**src/rtl/modport_fifo_if.sv**
```systemverilog
// Bus interface for modport_fifo: write/read handshake, read data and status flags.
// Optional error flags (overflow/underflow) exist only when FIFO_ERR_FLAGS_EN is defined.
// Handshake: a write is taken on a rising clk edge when wr_enb=1 and the FIFO is not full
// (or is full and a read is taken in the same edge); a read is taken when rd_enb=1 and the
// FIFO is not empty, with rd_data valid from the following cycle until the next read.
interface modport_fifo_if #(
    parameter int DATA_WIDTH = 8
);
    logic                  wr_enb;
    logic [DATA_WIDTH-1:0] wr_data;
    logic                  rd_enb;
    logic [DATA_WIDTH-1:0] rd_data;
    logic                  full;
    logic                  empty;
    logic                  almost_full;
    logic                  almost_empty;
    logic                  half;
`ifdef FIFO_ERR_FLAGS_EN
    logic                  overflow;
    logic                  underflow;

    modport master (
        output wr_enb, wr_data, rd_enb,
        input  rd_data, full, empty, almost_full, almost_empty, half, overflow, underflow
    );

    modport slave (
        input  wr_enb, wr_data, rd_enb,
        output rd_data, full, empty, almost_full, almost_empty, half, overflow, underflow
    );
`else
    modport master (
        output wr_enb, wr_data, rd_enb,
        input  rd_data, full, empty, almost_full, almost_empty, half
    );

    modport slave (
        input  wr_enb, wr_data, rd_enb,
        output rd_data, full, empty, almost_full, almost_empty, half
    );
`endif
endinterface

```
**src/rtl/modport_fifo.sv**
```systemverilog
// Synchronous FIFO with registered read data and occupancy-decoded flags.
// Optional feature macro: FIFO_ERR_FLAGS_EN adds one-cycle overflow/underflow pulses.
// DEPTH must be a power of two and at least 4; pointers wrap naturally modulo DEPTH.
module modport_fifo #(
    parameter int DATA_WIDTH = 8,
    parameter int DEPTH      = 16,
    parameter int AF_TH      = DEPTH - 2,
    parameter int AE_TH      = 2
) (
    input  logic           clk,
    input  logic           rst,
    modport_fifo_if.slave  bus
);
    localparam int AW = $clog2(DEPTH);
    localparam int CW = AW + 1;

    localparam logic [CW-1:0] FULL_C = CW'(DEPTH);
    localparam logic [CW-1:0] HALF_C = CW'(DEPTH / 2);
    localparam logic [CW-1:0] AF_C   = CW'(AF_TH);
    localparam logic [CW-1:0] AE_C   = CW'(AE_TH);

    logic [DATA_WIDTH-1:0] mem [DEPTH];
    logic [AW-1:0]         wr_ptr;
    logic [AW-1:0]         rd_ptr;
    logic [CW-1:0]         count;
    logic [CW-1:0]         count_next;
    logic [DATA_WIDTH-1:0] rd_data_q;
    logic                  do_write;
    logic                  do_read;

    // Flags are pure decodes of the registered count so they move with it.
    assign bus.full         = (count == FULL_C);
    assign bus.empty        = (count == '0);
    assign bus.almost_full  = (count >= AF_C);
    assign bus.almost_empty = (count <= AE_C);
    assign bus.half         = (count >= HALF_C);
    assign bus.rd_data      = rd_data_q;

    // Accept decisions; a full FIFO still takes a write when a read frees a slot the same edge,
    // while an empty FIFO never reads through the incoming word.
    always_comb begin
        do_read    = bus.rd_enb && !bus.empty;
        do_write   = bus.wr_enb && (!bus.full || do_read);
        count_next = count;
        case ({do_write, do_read})
            2'b10:   count_next = count + CW'(1);
            2'b01:   count_next = count - CW'(1);
            default: count_next = count;
        endcase
    end

    // Storage array; contents are not reset, stale entries are unreachable after reset.
    always_ff @(posedge clk) begin
        if (do_write) begin
            mem[wr_ptr] <= bus.wr_data;
        end
    end

    // Pointers, occupancy and registered read data.
    always_ff @(posedge clk or negedge rst) begin
        if (!rst) begin
            wr_ptr    <= '0;
            rd_ptr    <= '0;
            count     <= '0;
            rd_data_q <= '0;
        end else begin
            count <= count_next;
            if (do_write) begin
                wr_ptr <= wr_ptr + AW'(1);
            end
            if (do_read) begin
                rd_data_q <= mem[rd_ptr];
                rd_ptr    <= rd_ptr + AW'(1);
            end
        end
    end

`ifdef FIFO_ERR_FLAGS_EN
    logic overflow_q;
    logic underflow_q;

    assign bus.overflow  = overflow_q;
    assign bus.underflow = underflow_q;

    // One-cycle pulses flagging a dropped write or a dropped read on the previous edge.
    always_ff @(posedge clk or negedge rst) begin
        if (!rst) begin
            overflow_q  <= 1'b0;
            underflow_q <= 1'b0;
        end else begin
            overflow_q  <= bus.wr_enb && !do_write;
            underflow_q <= bus.rd_enb && !do_read;
        end
    end
`endif

endmodule

```
**src/flat_wrapper.sv**
```systemverilog
// flat-port wrapper written by rule: the top's interface ports become plain ports
module modport_fifo_flat 
#(
    parameter int DATA_WIDTH = 8,
    parameter int DEPTH      = 16,
    parameter int AF_TH      = DEPTH - 2,
    parameter int AE_TH      = 2
)
  (clk, rst, bus_wr_enb, bus_wr_data, bus_rd_enb, bus_rd_data, bus_full, bus_empty, bus_almost_full, bus_almost_empty, bus_half);
  modport_fifo_if #(.DATA_WIDTH(DATA_WIDTH)) bus_i ();
  input  logic clk;
  input  logic rst;
  input wire logic [$bits(bus_i.wr_enb)-1:0] bus_wr_enb;
  input wire logic [$bits(bus_i.wr_data)-1:0] bus_wr_data;
  input wire logic [$bits(bus_i.rd_enb)-1:0] bus_rd_enb;
  output wire logic [$bits(bus_i.rd_data)-1:0] bus_rd_data;
  output wire logic [$bits(bus_i.full)-1:0] bus_full;
  output wire logic [$bits(bus_i.empty)-1:0] bus_empty;
  output wire logic [$bits(bus_i.almost_full)-1:0] bus_almost_full;
  output wire logic [$bits(bus_i.almost_empty)-1:0] bus_almost_empty;
  output wire logic [$bits(bus_i.half)-1:0] bus_half;
  assign bus_i.wr_enb = bus_wr_enb;
  assign bus_i.wr_data = bus_wr_data;
  assign bus_i.rd_enb = bus_rd_enb;
  assign bus_rd_data = bus_i.rd_data;
  assign bus_full = bus_i.full;
  assign bus_empty = bus_i.empty;
  assign bus_almost_full = bus_i.almost_full;
  assign bus_almost_empty = bus_i.almost_empty;
  assign bus_half = bus_i.half;
  modport_fifo #(.DATA_WIDTH(DATA_WIDTH), .DEPTH(DEPTH), .AF_TH(AF_TH), .AE_TH(AE_TH)) u_core (.clk(clk), .rst(rst), .bus(bus_i));
endmodule
```
**config.mk**
```make
export PLATFORM = sky130hd
export DESIGN_NAME = modport_fifo_flat
export DESIGN_NICKNAME = d
export VERILOG_FILES = /design/src/rtl/modport_fifo_if.sv /design/src/rtl/modport_fifo.sv /design/src/flat_wrapper.sv
export SDC_FILE = /design/constraint.sdc
export NUM_CORES = 1
export LEC_CHECK = 0
export ABC_AREA = 1
export CAP_MARGIN = 10
export CORE_MARGIN = 2
export CORE_UTILIZATION = 40
export CTS_CLUSTER_DIAMETER = 50
export DETAILED_ROUTE_END_ITERATION = 10
export HOLD_SLACK_MARGIN = 0.03
export PLACE_DENSITY = 0.55
export SLEW_MARGIN = 10
export SYNTH_ARGS = -nofsm -noshare
export SYNTH_HDL_FRONTEND = slang
export SYNTH_SLANG_ARGS = --single-unit
export TNS_END_PERCENT = 1
```
**constraint.sdc**
```tcl
create_clock -name clk -period 3.47 [get_ports clk]
set_input_delay 0.694 -clock clk [delete_from_list [all_inputs] [get_ports clk]]
set_output_delay 0.694 -clock clk [all_outputs]
set_load 0.02 [all_outputs]
```
# [Word level (Yosys, flattened, before mapping)]
# Memory sizes are Yosys's and may differ from the RTL's. A register that Yosys moved wholly into a read port is not among the register bits.
# Index checks and enable logic that the tools add are counted.
[word_totals] regBits=13 mem_bits_rw=128 out_inout_bits=13 word_cells=25 n_memories=1
[mem_list] memory="u_core.mem" words=16 word_bits=8 rd=1 rd_clocked_by_memory_dff=1 write_ports=1 line="modport_fifo.sv:22" source="logic [DATA_WIDTH-1:0] mem [DEPTH];"
[classes] addsub=4 n_lt_le_gt_ge=3 n_eq_ne=3 n_mux=3 reduce_logical=8
[ops] operator="$ge 5x4->1 const B" count=2
[ops] operator="$pmux 5 s2" count=1
[ops] operator="$add 4x1->4 const B" count=2
[ops] operator="$add 5x1->5 const B" count=1
[ops] operator="$eq 5x5->1 const B" count=1
[ops] operator="$le 5x2->1 const B" count=1
[ops] operator="$logic_not 5->1" count=1
[ops] operator="$sub 5x1->5 const B" count=1
[ops] operator="$logic_not 1->1" count=3
[ops] operator="$eq 2x1->1 const B" count=1
[ops] operator="$eq 2x2->1 const B" count=1
[ops] operator="$logic_and 1x1->1" count=2
[ops] operator="$mux 1" count=2
[ops] operator="$reduce_bool 2->1" count=1
[ops] operator="$logic_or 1x1->1" count=1

# [Logic depth before layout (Yosys ltp)]
[depth] ltp_word=7 mapped_depth=14 ltp_nobuf=14

# [Least setup slack after synthesis]
# No wires, ideal clock.
[synth_timing] kind="in2reg" startpoint="input port bus_rd_enb" endpoint="register u_core.count[4]" arrival_time_ns=1.811 required_time_ns=3.357 slack_ns=1.546 stages=11 path_buffers=0 cell_sequence="nand2_2 > inv_2 > nand2_2 > inv_1 > ha_1 > a21oi_1 > nand3_1 > nand2_1 > nand3_1 > nand2_1 > inv_1"
[synth_via] elab_chain_cells=5 elab_cells_between_ends=7 cone_classes="eq/ne: 2; mux: 1; reduce/logical: 4"
[synth_rtl] element="start: declaration" line="flat_wrapper.sv:15" source="input wire logic [$bits(bus_i.rd_enb)-1:0] bus_rd_enb;"
[synth_rtl] element="$logic_and 1x1->1 *" line="modport_fifo.sv:42" source="do_read = bus.rd_enb && !bus.empty;"
[synth_rtl] element="$logic_or 1x1->1" line="modport_fifo.sv:43" source="do_write = bus.wr_enb && (!bus.full || do_read);"
[synth_rtl] element="$logic_and 1x1->1" line="modport_fifo.sv:43"
[synth_rtl] element="$eq 2x1->1 or $eq 2x2->1 (tied branches)" line="modport_fifo.sv:45" source="case ({do_write, do_read})"
[synth_rtl] element="$pmux 5 s2 or $reduce_bool 2->1 (tied branches)"
[synth_rtl] element="end signal: assignment" line="modport_fifo.sv:67" source="count <= count_next;"
[synth_rtl] element="end: declaration" line="modport_fifo.sv:25" source="logic [CW-1:0] count;"
# Every way passes the cells marked *; elsewhere a longest branch is shown, timed or not.
# A chain may end at the register's enable or synchronous reset.

# [Final worst setup path]
[layout_timing] startpoint="register u_core.count[1]" endpoint="output port bus_full"
[layout_via] elab_chain_cells=1
[layout_rtl] element="$eq 5x5->1" line="modport_fifo.sv:32" source="assign bus.full = (count == FULL_C);"
[layout_rtl] element="end: declaration" line="flat_wrapper.sv:17" source="output wire logic [$bits(bus_i.full)-1:0] bus_full;"
# No other way between the ends.

==> metrics.yaml <==
sta:
  whs_ns: 0.4889
  tns_ns: 0
  tightest_slew_ns: 0.9844
  slew_violations: 0
  post-route-min-period_ns: 2.592
  skew_ns: 0.008123
  setup_viol: 0
  finalCritPeriodShare_pct: 74.70
  hold_viol_final: 0
  fmax_mhz: 385.8
  rsz0062_at_grt: "no"
  max_slew_margin_pct: 34.17
worst_setup_path:
  cp_data_required_time_ns: 2.78
  cp-start-kind: "flop"
  crit_slowest_cell: "clkdlybuf4s50_1"
  setup.worst_path.end: "bus_full"
  cp-end-kind: "output pin"
  reg2reg_setup_slack_ns: 1.11
  r2r_end: "u_core.count[4]"
  worstPathMaxFanout: 5
  critPathKind: "flop to output pin"
  worstSetupStartpoint: "u_core.count[1]"
  crit_chain: "nor2_2 -> nand3_2 -> inv_1 -> clkdlybuf4s50_1"
  reg2regPathDepth: 13
  cp.arrival_ns: 1.90
  reg2reg_from: "u_core.count[1]"
  slowest_delay_ns: 0.60
logic_synthesis:
  yosysSeqAreaShare_pct: 65.45
  synthCells: 639
  yosys-top-cells-area: "edfxtp_1 58%, nand2_1 12%, dfrtp_1 7.9%"
  synth_cell_types: 29
  synth_top_cell_area_share_pct: 57.58
  ys_top_cells_by_count: "219 x nand2_1, 128 x edfxtp_1, 87 x inv_1"
  ys_ff_latch: 149
  synth-edff-count: 128
  synth_largest_area_cell: "edfxtp_1"
  synth_ff_type: "edfxtp_1"
  async_flop_share_pct: 14.09
  syn_avg_cell_area_um2: 10.45
  mappedNetlistNets: 660
  synth_most_common_cell: "nand2_1"
  ys.warnings.count: 0
  syn_area_mm2: 0.006675
floorplanning:
  ioPinCount: 25
  dieArea_mm2: 0.01774
  start_util_pct: 40.54
  die_h_um: 133.2
  core_mm2: 0.01647
  rows: 47
  die_x_um: 133.2
clocking:
  post-cts-setup-buffer-count: 0
  cts_tree: "done"
  h-tree-depth: 4
  clock-sinks: 149
  clk_latency_ns: 0.42
  cts_hold_buf: 0
  clk_pin_slew_ns: 0.06
  cts-resized-gates: 0
  numCtsBuffers: 17
  root_buffer: "clkbuf_16"
  cts_max_path_buffers: 2
finish:
  area_growth_pct: 13.68
  diodes: 0
  fill_cells: 1540
  nNetsFinal: 678
  layout-drive-gt1-share_pct: 7.463
hold_path:
  hold_start: "u_core.bus.rd_data[4]"
  hp-class: "flop to flop"
power:
  ir_drop_mv: 0.4191
  p_per_area_mw_per_mm2: 832.1
  p_leak_nw: 3.210
routing:
  totalWireLength_um: 14390
  wl_per_cell_um: 16.16
  drt-vias-per-instance: 4.758
  ant_nets: 0
  drt_iter0_markers: 266
  drcViolationCount: 0
  drt_first_pass_iters: 5
  vias: 4235
place:
  finalWeightedCongestion: 0.8547
  detailed_place_hpwl_um: 9415
  port_buffers: 24
global_routing:
  grt_antenna_before_repair: 0
  overflow: 0
  grt_pass1_vias: 4328
  grt_max_degree: 75
  grt_pass1_wl_um: 22880
  grt_use_total_pct: 17.23
flow_run:
  cap_violations: 0
outcome:
  outcome: "completed"
cells in the final DEF (no fill, tap or decap):
master,n
nand2_1,219
edfxtp_1,128
inv_1,87
nand3_1,86
clkdlybuf4s50_1,24
dfrtp_1,20
nor2_1,17
clkbuf_16,17
o211ai_1,8
ha_1,8
xor2_1,7
nand3_2,4
inv_2,4
o21ai_1,3
a21oi_1,3
bufinv_16,3
clkinv_2,3
clkinvlp_4,3
nor2_2,2
nand2_2,2
nand2_4,2
o21ai_0,2
clkinv_1,2
clkinv_4,2
clkbuf_1,2
buf_4,2
o21ai_4,1
inv_4,1
a211oi_1,1
o31ai_1,1
xor2_2,1
or2_2,1
nand4_1,1
fa_1,1
inv_6,1
dfrtp_2,1
metrics by stage:
step | utilization (%) | setup WS [ns] | power, mW | instance area (µm²) | std cells
3_3_place_gp | 42.50 | 0.6539 | 4.507 | 6998 | 858
5_1_grt | 46.09 | 0.7927 | 6.690 | 7589 | 890
6_report | 46.09 | 0.8779 | 6.315 | 7589 | 890
2_1_floorplan | - | 1.546 | 3.974 | 6675 | 639
3_5_place_dp | 42.50 | 0.5886 | 4.537 | 6998 | 858
4_1_cts | 46.09 | 0.8577 | 6.367 | 7589 | 890
cell type report:
class | count | area, µm² | area share, %
inverter | 93 | 351.6 | 4.633
clock inverter | 13 | 157.7 | 2.077
multi-input combinational | 370 | 1745 | 23.00
timing repair buffer | 26 | 255.2 | 3.364
sequential | 149 | 4370 | 57.59
tap | 220 | 275.3 | 3.627
clock buffer | 19 | 432.9 | 5.705
metal layers:
metal | vias to the layer above | GRT usage, % | wire length, µm
met5 | - | 0 | 0
met4 | 0 | 6.915 | 276
li1 | 2113 | - | -
met3 | 23 | 3.843 | 601
met1 | 2028 | 22.00 | 6393
met2 | 71 | 28.70 | 7114
worst min-delay path by stage:
| stage | end | slack [ns] | cells after the start |
|---|---|---|---|
| final | u_core.bus.rd_data[4] | 0.49 | 2 |
| after detailed placement | u_core.bus.rd_data[5] | 0.48 | 2 |
| after floorplan | u_core.bus.rd_data[0] | 0.40 | 0 |
| after global placement | u_core.bus.rd_data[4] | 0.48 | 2 |
| after CTS | u_core.bus.rd_data[5] | 0.50 | 2 |
| after global routing | u_core.bus.rd_data[5] | 0.51 | 2 |
critical path: cells and delay by family, from the launching register on:
family	cells	cell delay, ns
buffers and inverters	2	0.69
DFF	1	0.45
and+or+nand+nor	2	0.34
registers in the layout (all words and copies together), names as in the netlist:
register            count
u_core.bus.rd_data      8
u_core.count            5
u_core.mem            128
u_core.rd_ptr           4
u_core.wr_ptr           4
cell families after synthesis:
logic type | count (synthesis) | synth area share (%)
simple gates | 334 | 21.22
flops | 149 | 65.45
buf+inv | 120 | 8.397
compound gates | 19 | 1.968
fa+ha+maj | 9 | 1.800
xor+xnor | 8 | 1.162
power breakdown:
group	internal [mW]	switching, mW
Sequential	2.22	0.223
Clock	1.13	0.695
Combinational	0.661	1.39
Total	4.01	2.31
No activity file was read; power rests on OpenSTA's default activity.
